--- config.mk ---
export PLATFORM = sky130hd
export DESIGN_NAME = ch_frame_gen
export DESIGN_NICKNAME = d
export VERILOG_FILES = /design/src/rtl/ch_frame_gen.sv
export SDC_FILE = /design/constraint.sdc
export NUM_CORES = 1
export LEC_CHECK = 0
export BUFFER_PORTS_ARGS = -buffer_cell sky130_fd_sc_hd__buf_2
export CORE_MARGIN = 5
export CORE_UTILIZATION = 45
export DETAILED_ROUTE_END_ITERATION = 6
export PLACE_DENSITY_LB_ADDON = 0.05
export SETUP_SLACK_MARGIN = 0.05
export SLEW_MARGIN = 20
export SYNTH_ARGS = -nofsm -noshare
export SYNTH_HDL_FRONTEND = slang
export SYNTH_SLANG_ARGS = --single-unit
--- constraint.sdc ---
create_clock -name clk -period 2.2 [get_ports clk]
set_input_delay 0.33 -clock clk [delete_from_list [all_inputs] [get_ports clk]]
set_output_delay 0.33 -clock clk [all_outputs]
set_load 0.01 [all_outputs]
--- src/rtl/ch_frame_gen.sv ---
// ch_frame_gen: frame/channel timing master for the FMULT+ACCUM channel pipeline.
// Generates the input and output channel clocks and frame syncs, with the output
// frame lagging the input frame by OUT_LAG_CH slots, and watches FA_done so that
// slots without exactly one MAC result raise a sticky error flag.
module ch_frame_gen #(
    parameter int unsigned NUM_CH      = 8,
    parameter int unsigned CLKS_PER_CH = 64,
    parameter int unsigned CH_HIGH     = 16,
    parameter int unsigned OUT_PHASE   = 8,
    parameter int unsigned OUT_LAG_CH  = 2
) (
    input  logic                      clk,
    input  logic                      reset,
    input  logic                      enable,
    input  logic                      FA_done,
    input  logic                      clr_err,
    output logic                      FSYNC_IN,
    output logic                      NOT_CH_CLK_IN,
    output logic                      FSYNC_OUT,
    output logic                      CH_CLK_OUT,
    output logic [$clog2(NUM_CH)-1:0] ch_in_idx,
    output logic [$clog2(NUM_CH)-1:0] ch_out_idx,
    output logic                      running,
    output logic                      err_missed,
    output logic                      err_double
);

    localparam int unsigned CH_W = $clog2(NUM_CH);
    localparam int unsigned SW   = $clog2(CLKS_PER_CH);

    localparam logic [SW-1:0]   SLOT_LAST = SW'(CLKS_PER_CH - 1);
    localparam logic [CH_W-1:0] CH_LAST   = CH_W'(NUM_CH - 1);
    localparam logic [CH_W-1:0] LAG       = CH_W'(OUT_LAG_CH);
    localparam logic [CH_W-1:0] LAG_LAST  = CH_W'(OUT_LAG_CH - 1);

    typedef enum logic [1:0] {
        IDLE  = 2'd0,
        RUN   = 2'd1,
        DRAIN = 2'd2
    } state_t;

    state_t          state_q, state_d;
    logic [SW-1:0]   slot_q, slot_d;
    logic [CH_W-1:0] ch_q, ch_d;
    logic [CH_W-1:0] lag_q, lag_d;
    logic            primed_q, primed_d;
    logic            fa_prev_q;
    logic [1:0]      fa_cnt_q, fa_cnt_d;
    logic            active, wrap, rise;
    logic            set_missed, set_double;

    logic            out_active;
    logic [31:0]     slot_ext;
    logic [CH_W-1:0] ch_out_d;
    logic            fsync_in_d, nclk_in_d, fsync_out_d, clk_out_d;
    logic            missed_d, double_d;

    // Next-state logic: FSM transitions, slot/channel counters, priming and FA_done tally.
    always_comb begin
        state_d    = state_q;
        slot_d     = slot_q;
        ch_d       = ch_q;
        lag_d      = lag_q;
        primed_d   = primed_q;
        fa_cnt_d   = fa_cnt_q;
        set_missed = 1'b0;
        set_double = 1'b0;
        active     = (state_q != IDLE);
        wrap       = active && (slot_q == SLOT_LAST);
        rise       = FA_done && !fa_prev_q;

        case (state_q)
            IDLE: begin
                if (enable) state_d = RUN;
            end
            RUN: begin
                if (!enable) state_d = DRAIN;
            end
            DRAIN: begin
                if (enable)
                    state_d = RUN;
                else if (wrap && (ch_q == CH_LAST))
                    state_d = IDLE;
            end
            default: state_d = IDLE;
        endcase

        if (active) begin
            slot_d = wrap ? '0 : slot_q + SW'(1);
            if (wrap) begin
                ch_d       = ch_q + CH_W'(1);
                set_missed = (fa_cnt_q == 2'd0);
                set_double = (fa_cnt_q == 2'd2);
                fa_cnt_d   = rise ? 2'd1 : 2'd0;
                if (!primed_q) begin
                    lag_d = lag_q + CH_W'(1);
                    if (lag_q == LAG_LAST) primed_d = 1'b1;
                end
            end else if (rise && (fa_cnt_q != 2'd2)) begin
                fa_cnt_d = fa_cnt_q + 2'd1;
            end
        end

        if (state_d == IDLE) begin
            slot_d   = '0;
            ch_d     = '0;
            lag_d    = '0;
            primed_d = 1'b0;
            fa_cnt_d = 2'd0;
        end
    end

    // Output decode from next-state values so every output leaves a flop.
    always_comb begin
        out_active  = (state_d != IDLE);
        slot_ext    = 32'(slot_d);
        ch_out_d    = out_active ? (ch_d - LAG) : '0;
        nclk_in_d   = out_active && (slot_ext < CH_HIGH);
        fsync_in_d  = out_active && (ch_d == '0);
        clk_out_d   = out_active && primed_d && (slot_ext >= OUT_PHASE)
                      && (slot_ext < OUT_PHASE + CH_HIGH);
        fsync_out_d = out_active && primed_d && (ch_out_d == CH_LAST);
        missed_d    = set_missed || (err_missed && !clr_err);
        double_d    = set_double || (err_double && !clr_err);
    end

    // Internal state registers.
    always_ff @(posedge clk or negedge reset) begin
        if (!reset) begin
            state_q   <= IDLE;
            slot_q    <= '0;
            ch_q      <= '0;
            lag_q     <= '0;
            primed_q  <= 1'b0;
            fa_prev_q <= 1'b0;
            fa_cnt_q  <= 2'd0;
        end else begin
            state_q   <= state_d;
            slot_q    <= slot_d;
            ch_q      <= ch_d;
            lag_q     <= lag_d;
            primed_q  <= primed_d;
            fa_prev_q <= FA_done;
            fa_cnt_q  <= fa_cnt_d;
        end
    end

    // Registered outputs.
    always_ff @(posedge clk or negedge reset) begin
        if (!reset) begin
            FSYNC_IN      <= 1'b0;
            NOT_CH_CLK_IN <= 1'b0;
            FSYNC_OUT     <= 1'b0;
            CH_CLK_OUT    <= 1'b0;
            ch_in_idx     <= '0;
            ch_out_idx    <= '0;
            running       <= 1'b0;
            err_missed    <= 1'b0;
            err_double    <= 1'b0;
        end else begin
            FSYNC_IN      <= fsync_in_d;
            NOT_CH_CLK_IN <= nclk_in_d;
            FSYNC_OUT     <= fsync_out_d;
            CH_CLK_OUT    <= clk_out_d;
            ch_in_idx     <= ch_d;
            ch_out_idx    <= ch_out_d;
            running       <= out_active;
            err_missed    <= missed_d;
            err_double    <= double_d;
        end
    end

endmodule

After elaboration in Yosys (flattened, before gate mapping)

Cells that the tools add are included.

Register bits: 28
Output and inout bits: 13
Logic and storage cells: 89

Add/sub/neg operators: 5
Order comparisons: 3
Eq/ne operators: 9
Muxes and demuxes: 30
Reductions and logical operators: 27

Operator list:

| operator            | count |
|---|---|
| $mux 3              | 8 |
| $mux 6              | 3 |
| $mux 2              | 8 |
| $logic_and 1x1->1   | 12 |
| $lt 6x5->1 const B  | 2 |
| $mux 1              | 10 |
| $reduce_bool 2->1   | 4 |
| $add 3x1->3 const B | 2 |
| $add 6x1->6 const B | 1 |
| $eq 3x3->1 const B  | 2 |
| $eq 6x6->1 const B  | 1 |
| $ge 6x4->1 const B  | 1 |
| $logic_not 2->1     | 3 |
| $pmux 2 s3          | 1 |
| $eq 2x2->1 const B  | 2 |
| $eq 3x1->1 const B  | 1 |
| $logic_not 3->1     | 1 |
| $reduce_and 3->1    | 1 |
| $reduce_bool 3->1   | 1 |
| $sub 3x2->3 const B | 1 |
| $add 2x1->2 const B | 1 |
| $eq 2x1->1 const B  | 1 |
| $logic_not 1->1     | 2 |
| $logic_or 1x1->1    | 2 |
| 3 further kinds     | 3 |

Logic depth before layout (Yosys ltp)

Depth after elaboration: 12
Gate-level depth with buffers: 7
Depth with buffers taken out: 7

Worst setup path after synthesis

OpenSTA, ideal clock, no wires.

Path type: register to register
Start: reg slot_q[0]
End: reg fa_cnt_q[0]
Library setup time: 0.122 ns
Arrival: 1.493 ns
Data required time: 2.078 ns
Path slack: 0.585 ns
Stages on the path, launching flop included: 8
Path buffers: 1
Cell sequence: dfrtp_1 ha_1 nand2_1 or2_1 buf_6 nand3_1 o21ai_1 a32o_1

Word-level cells in the longest chain between the ends: 9
Elaborated cells between the ends (all ways): 13
Classes of those cells: eq/ne: 1; mux: 6; reduce/logical: 6

RTL lines:

| what                                                             | RTL line | source |
|---|---|---|
| from (decl)                                                      | 43       | `logic [SW-1:0] slot_q, slot_d;` |
| from (signal assigned)                                           | 139      | `slot_q <= slot_d;` |
| $eq 6x6->1 (*)                                                   | 69       | `wrap = active && (slot_q == SLOT_LAST);` |
| $logic_and 1x1->1 (*)                                            | 69       |  |
| $logic_and 1x1->1                                                | 82       | `else if (wrap && (ch_q == CH_LAST))` |
| $mux 2                                                           | 82       |  |
| $mux 2                                                           | 80       | `if (enable)` |
| $pmux 2 s3                                                       | 72       | `case (state_q)` |
| $logic_not 2->1                                                  | 104      | `if (state_d == IDLE) begin` |
| $reduce_bool 3->1 (no line) or $reduce_bool 2->1 (tied branches) | --       |  |
| $reduce_and 2->1 (no line)                                       | --       |  |
| to (signal assigned)                                             | 144      | `fa_cnt_q <= fa_cnt_d;` |
| to (decl)                                                        | 48       | `logic [1:0] fa_cnt_q, fa_cnt_d;` |

Every way passes the cells marked *; elsewhere a longest branch is shown, timed or not. The select of a mux whose other input is x is not followed.
A chain may end at the register's enable or synchronous reset.

Worst setup path in the final report

Ends and elaborated chain as after synthesis.

==> results summary <==
The run finished with clean final reports. The slowest stage of the critical path belongs to the cell sky130_fd_sc_hd__dfrtp_1. The clock net in this run drives a total of 28 sinks. The number of warning messages in the yosys log came out at 0. The required arrival time at the worst endpoint is 2420 ps. The count of inserted antenna diode cells came out at 0.

The top flip-flop cell by instance count after synthesis is sky130_fd_sc_hd__dfrtp_1. At the later pin of the worst-skew pair, clock insertion delay measures around 320 ps. The synthesized design contains 28 register bits.

In this run the mean area of a mapped cell was 10.41 µm². Of the total power, the share spent switching nets is 0.3062. The post-route non-filler standard cell count is slightly below 200. Setup repair after global routing left no endpoint under its margin. The wire length of the first global-routing pass came out at 4519 µm. VDD sags by at most between 0.0003 and 0.0004 V. The net total in the final layout is around 170. The critical path goes through ha_1, nand2_1, nor2_4, a31o_2, inv_2, a32o_1. The clock transition time at the flip-flop clock pins of the worst setup and hold paths came out at roughly 150 ps. The min-delay analysis places its worst path in the category in -> async. The number of placed instances with taps included came out at about 200. The worst-margin pin slew is 626.8 ps. Once detailed placement completed, the half-perimeter wirelength came to ~1900 µm. Before CTS, the worst setup slack after placement is approximately 280 ps. The effective utilization at floorplan came out at 0.4705.

The final core utilization came out at 0.5168. The number of buffers added on ports came out at 17. The number of unique standard cell types used by synthesis is 38.

The final setup slack of the worst path came out at around 280 ps. The maximum level of the CTS H-tree came out at 1. The relative area change from synthesis to final layout is 9.843%. The die covers 4422 µm². In the post-synthesis netlist, the biggest area contributors are sky130_fd_sc_hd__dfrtp_1 (49%), sky130_fd_sc_hd__ha_1 (6.1%), sky130_fd_sc_hd__nand2_1 (4.4%). The number of stages on the worst setup path is 6. The cell family contributing the most delay on the critical path is compound AO/OA/AOI/OAI gates. In this run, CTS created clock tree buffers numbering 3. The depth of the most critical reg-to-reg path is 6. The worst slew margin relative to its limit came out at 0.5821. The final count of pins violating max slew came out at 0. The routed via count divided by cell count came out at 5.065. The global route total overflow is 0. The DRC marker count from the first detailed-route iteration came out at 35. Setup total negative slack on the finished layout was measured at 0 ps. The largest single stage delay on the critical path is between 400 and 500 ps. The layout cell share with drive strength beyond 1 is 0.1935. The largest fanout on the critical path is 11. The most frequent standard cell in the layout excluding fill and tap cells is sky130_fd_sc_hd__dfrtp_1.

The final design instance area without fill is between 1500 and 2000 µm². The internal power summed over all cells came out at ~0.00077 W. Once placement finished, the instance area stood at approximately 1500 µm². The share of total power dissipated in sequential elements is 0.580. After detailed routing, the number of remaining DRC violations is 0. The synthesized netlist cell count is ~140. Setup violations remaining at the end of the flow were counted as 0.

The standard cell core area came out at roughly 3100 µm². The nature of the critical path endpoint is a register. The total of max-cap violations is 0. TritonCTS built the clock tree. The number of buffers added to fix hold violations after cts is 0. During I/O placement, the number of pins put on the boundary was 18. The number of antenna violations at the first check in global routing is 0.

The number of nets with antenna violations after detailed routing is 0. The CTS root buffer is sky130_fd_sc_hd__clkbuf_4. In the final routed layout, each cell accounts on average for around 13 µm. The number of buffers and inverters on the critical path is 1. The clock passes through at most 2 buffers. The net switching power is ~0.00034 W. The fraction of post-synthesis cell area in the top cell type by area is 0.4878. The final wirelength came out at between 2000 and 3000 µm.

The worst clock skew on the final layout is ~6.7 ps. Measured along the y axis, the die boundary spans around 66 µm. The weighted congestion at the end of routability-driven global placement is between 0.8 and 0.9.

The number of flops mapped to enable cells by yosys came out at 0. The worst setup path is of the reg -> reg kind. The total of cells resized after clock tree synthesis came out at 0. The standard-cell row count came out at 20.

The post-route fraction of the period consumed by the critical path is 0.8733. The cell taking the most area after synthesis is sky130_fd_sc_hd__dfrtp_1. The via count of the first global-routing pass came out at slightly below 1000. The pin count of the biggest net entering global routing is 29.

Across every metal layer, demand over resource in global routing totals 0.1339. The critical path data arrival time came out at between 2000 and 2500 ps. The library cells used most frequently in the layout, excluding fill and tap cells, are sky130_fd_sc_hd__dfrtp_1 (28), sky130_fd_sc_hd__nand2_1 (17), sky130_fd_sc_hd__buf_2 (17). The net count of the mapped netlist came out at 150. The routed design could run at a clock period as short as 1921 ps. The die is between 60 and 70 µm wide.

STA classifies the critical path startpoint as a register. The mapped cell area is around 1400 µm². The share of total power in the clock network is 0.222. The combinational cell fraction of total power came out at 0.199. The final-report hold violation count came out at 0. The peak clock frequency supported by timing came out at roughly 0.52 GHz. Counting flops with an async set or reset pin after synthesis yields a share of 1.000. The iteration count of the initial detailed-routing pass is 4. The sequential area share after synthesis came out at 0.4878. The via count of the routed design is 1008. The static power due to leakage came out at between 0.7 and 0.8 nW.

Dividing total power by cell area gives a power density of 700.6 nW/µm². The post-CTS setup repair buffer count is 0.
==> power by group through the flow <==
stage	registers, W	logic, W	clock network, W
2_1_floorplan	0.000634	0.000172	0
3_3_place_gp	0.000644	0.000226	0
3_5_place_dp	0.000650	0.000221	0
4_1_cts	0.000638	0.000223	0.000262
5_1_grt	0.000648	0.000259	0.000285
6_report	0.000641	0.000220	0.000245
==> Yosys cell counts, drive strengths merged, types with 2 or more instances <==
cell type  count
buf            4
or2            2
xnor2          5
dfrtp         28
nor3b          2
ha             7
o21ai          8
and2           2
a32o           2
o22ai          2
nand2         17
a21oi          5
inv            8
a211oi         2
xor2           6
mux2i          3
nor3           5
nor2          15
nand2b         3
nand3          2
==> registers in the layout (all words and copies together), names as in the netlist <==
register and cells:
FSYNC_OUT 1, ch_out_idx 3, lag_q 3, err_double 1, slot_q 6, FSYNC_IN 1
NOT_CH_CLK_IN 1, fa_cnt_q 2, err_missed 1, primed_q 1, ch_in_idx 3, running 1
fa_prev_q 1, CH_CLK_OUT 1, state_q 2
==> metrics by stage <==
step	total power, W	hold WS, ps
5_1_grt	0.001193	36.06
3_5_place_dp	0.0008712	386.9
6_report	0.001105	4.671
4_1_cts	0.001124	13.49
3_3_place_gp	0.0008703	381.2
2_1_floorplan	0.0008059	34.41
==> worst paths after layout <==
path	endpoint	startpoint	slack, ps
min in group clk	fa_prev_q$_DFF_PN0_	FA_done	120
worst min register to register	fa_cnt_q[0]$_DFFE_PN0P_	fa_cnt_q[0]$_DFFE_PN0P_	510
worst max-delay path	fa_cnt_q[0]$_DFFE_PN0P_	slot_q[0]$_DFF_PN0_	280
max in group asynchronous	FSYNC_IN$_DFF_PN0_	reset	1790
worst max register to register	fa_cnt_q[0]$_DFFE_PN0P_	slot_q[0]$_DFF_PN0_	280
worst min-delay path	slot_q[2]$_DFF_PN0_	reset	5
==> cells by family after synthesis <==
group | count (synthesis) | share of synthesized area
buf+inv | 12 | 0.04529
simple gates | 53 | 0.1943
fa+ha+maj | 7 | 0.06097
compound gates | 24 | 0.1237
flops | 28 | 0.4878
mux | 3 | 0.02091
xor+xnor | 11 | 0.06707
==> final cells by class <==
cell class | instances | area, µm²
Fill cell | 298 | 1475
Sequential cell | 28 | 700.7
Multi-Input combinational cell | 98 | 670.6
Timing Repair Buffer | 17 | 85.08
Tap cell | 44 | 55.05
Clock buffer | 4 | 36.28
Inverter | 8 | 30.03
==> layer usage <==
metal,part of all wire,GRT usage,up-vias
li1,-,-,505
met1,0.49,0.1794,490
met2,0.47,0.2119,11
met3,0.036,0.02867,2
met4,0.0081,0.04822,0
met5,0,0,-
(Power assumes the default switching activity.)
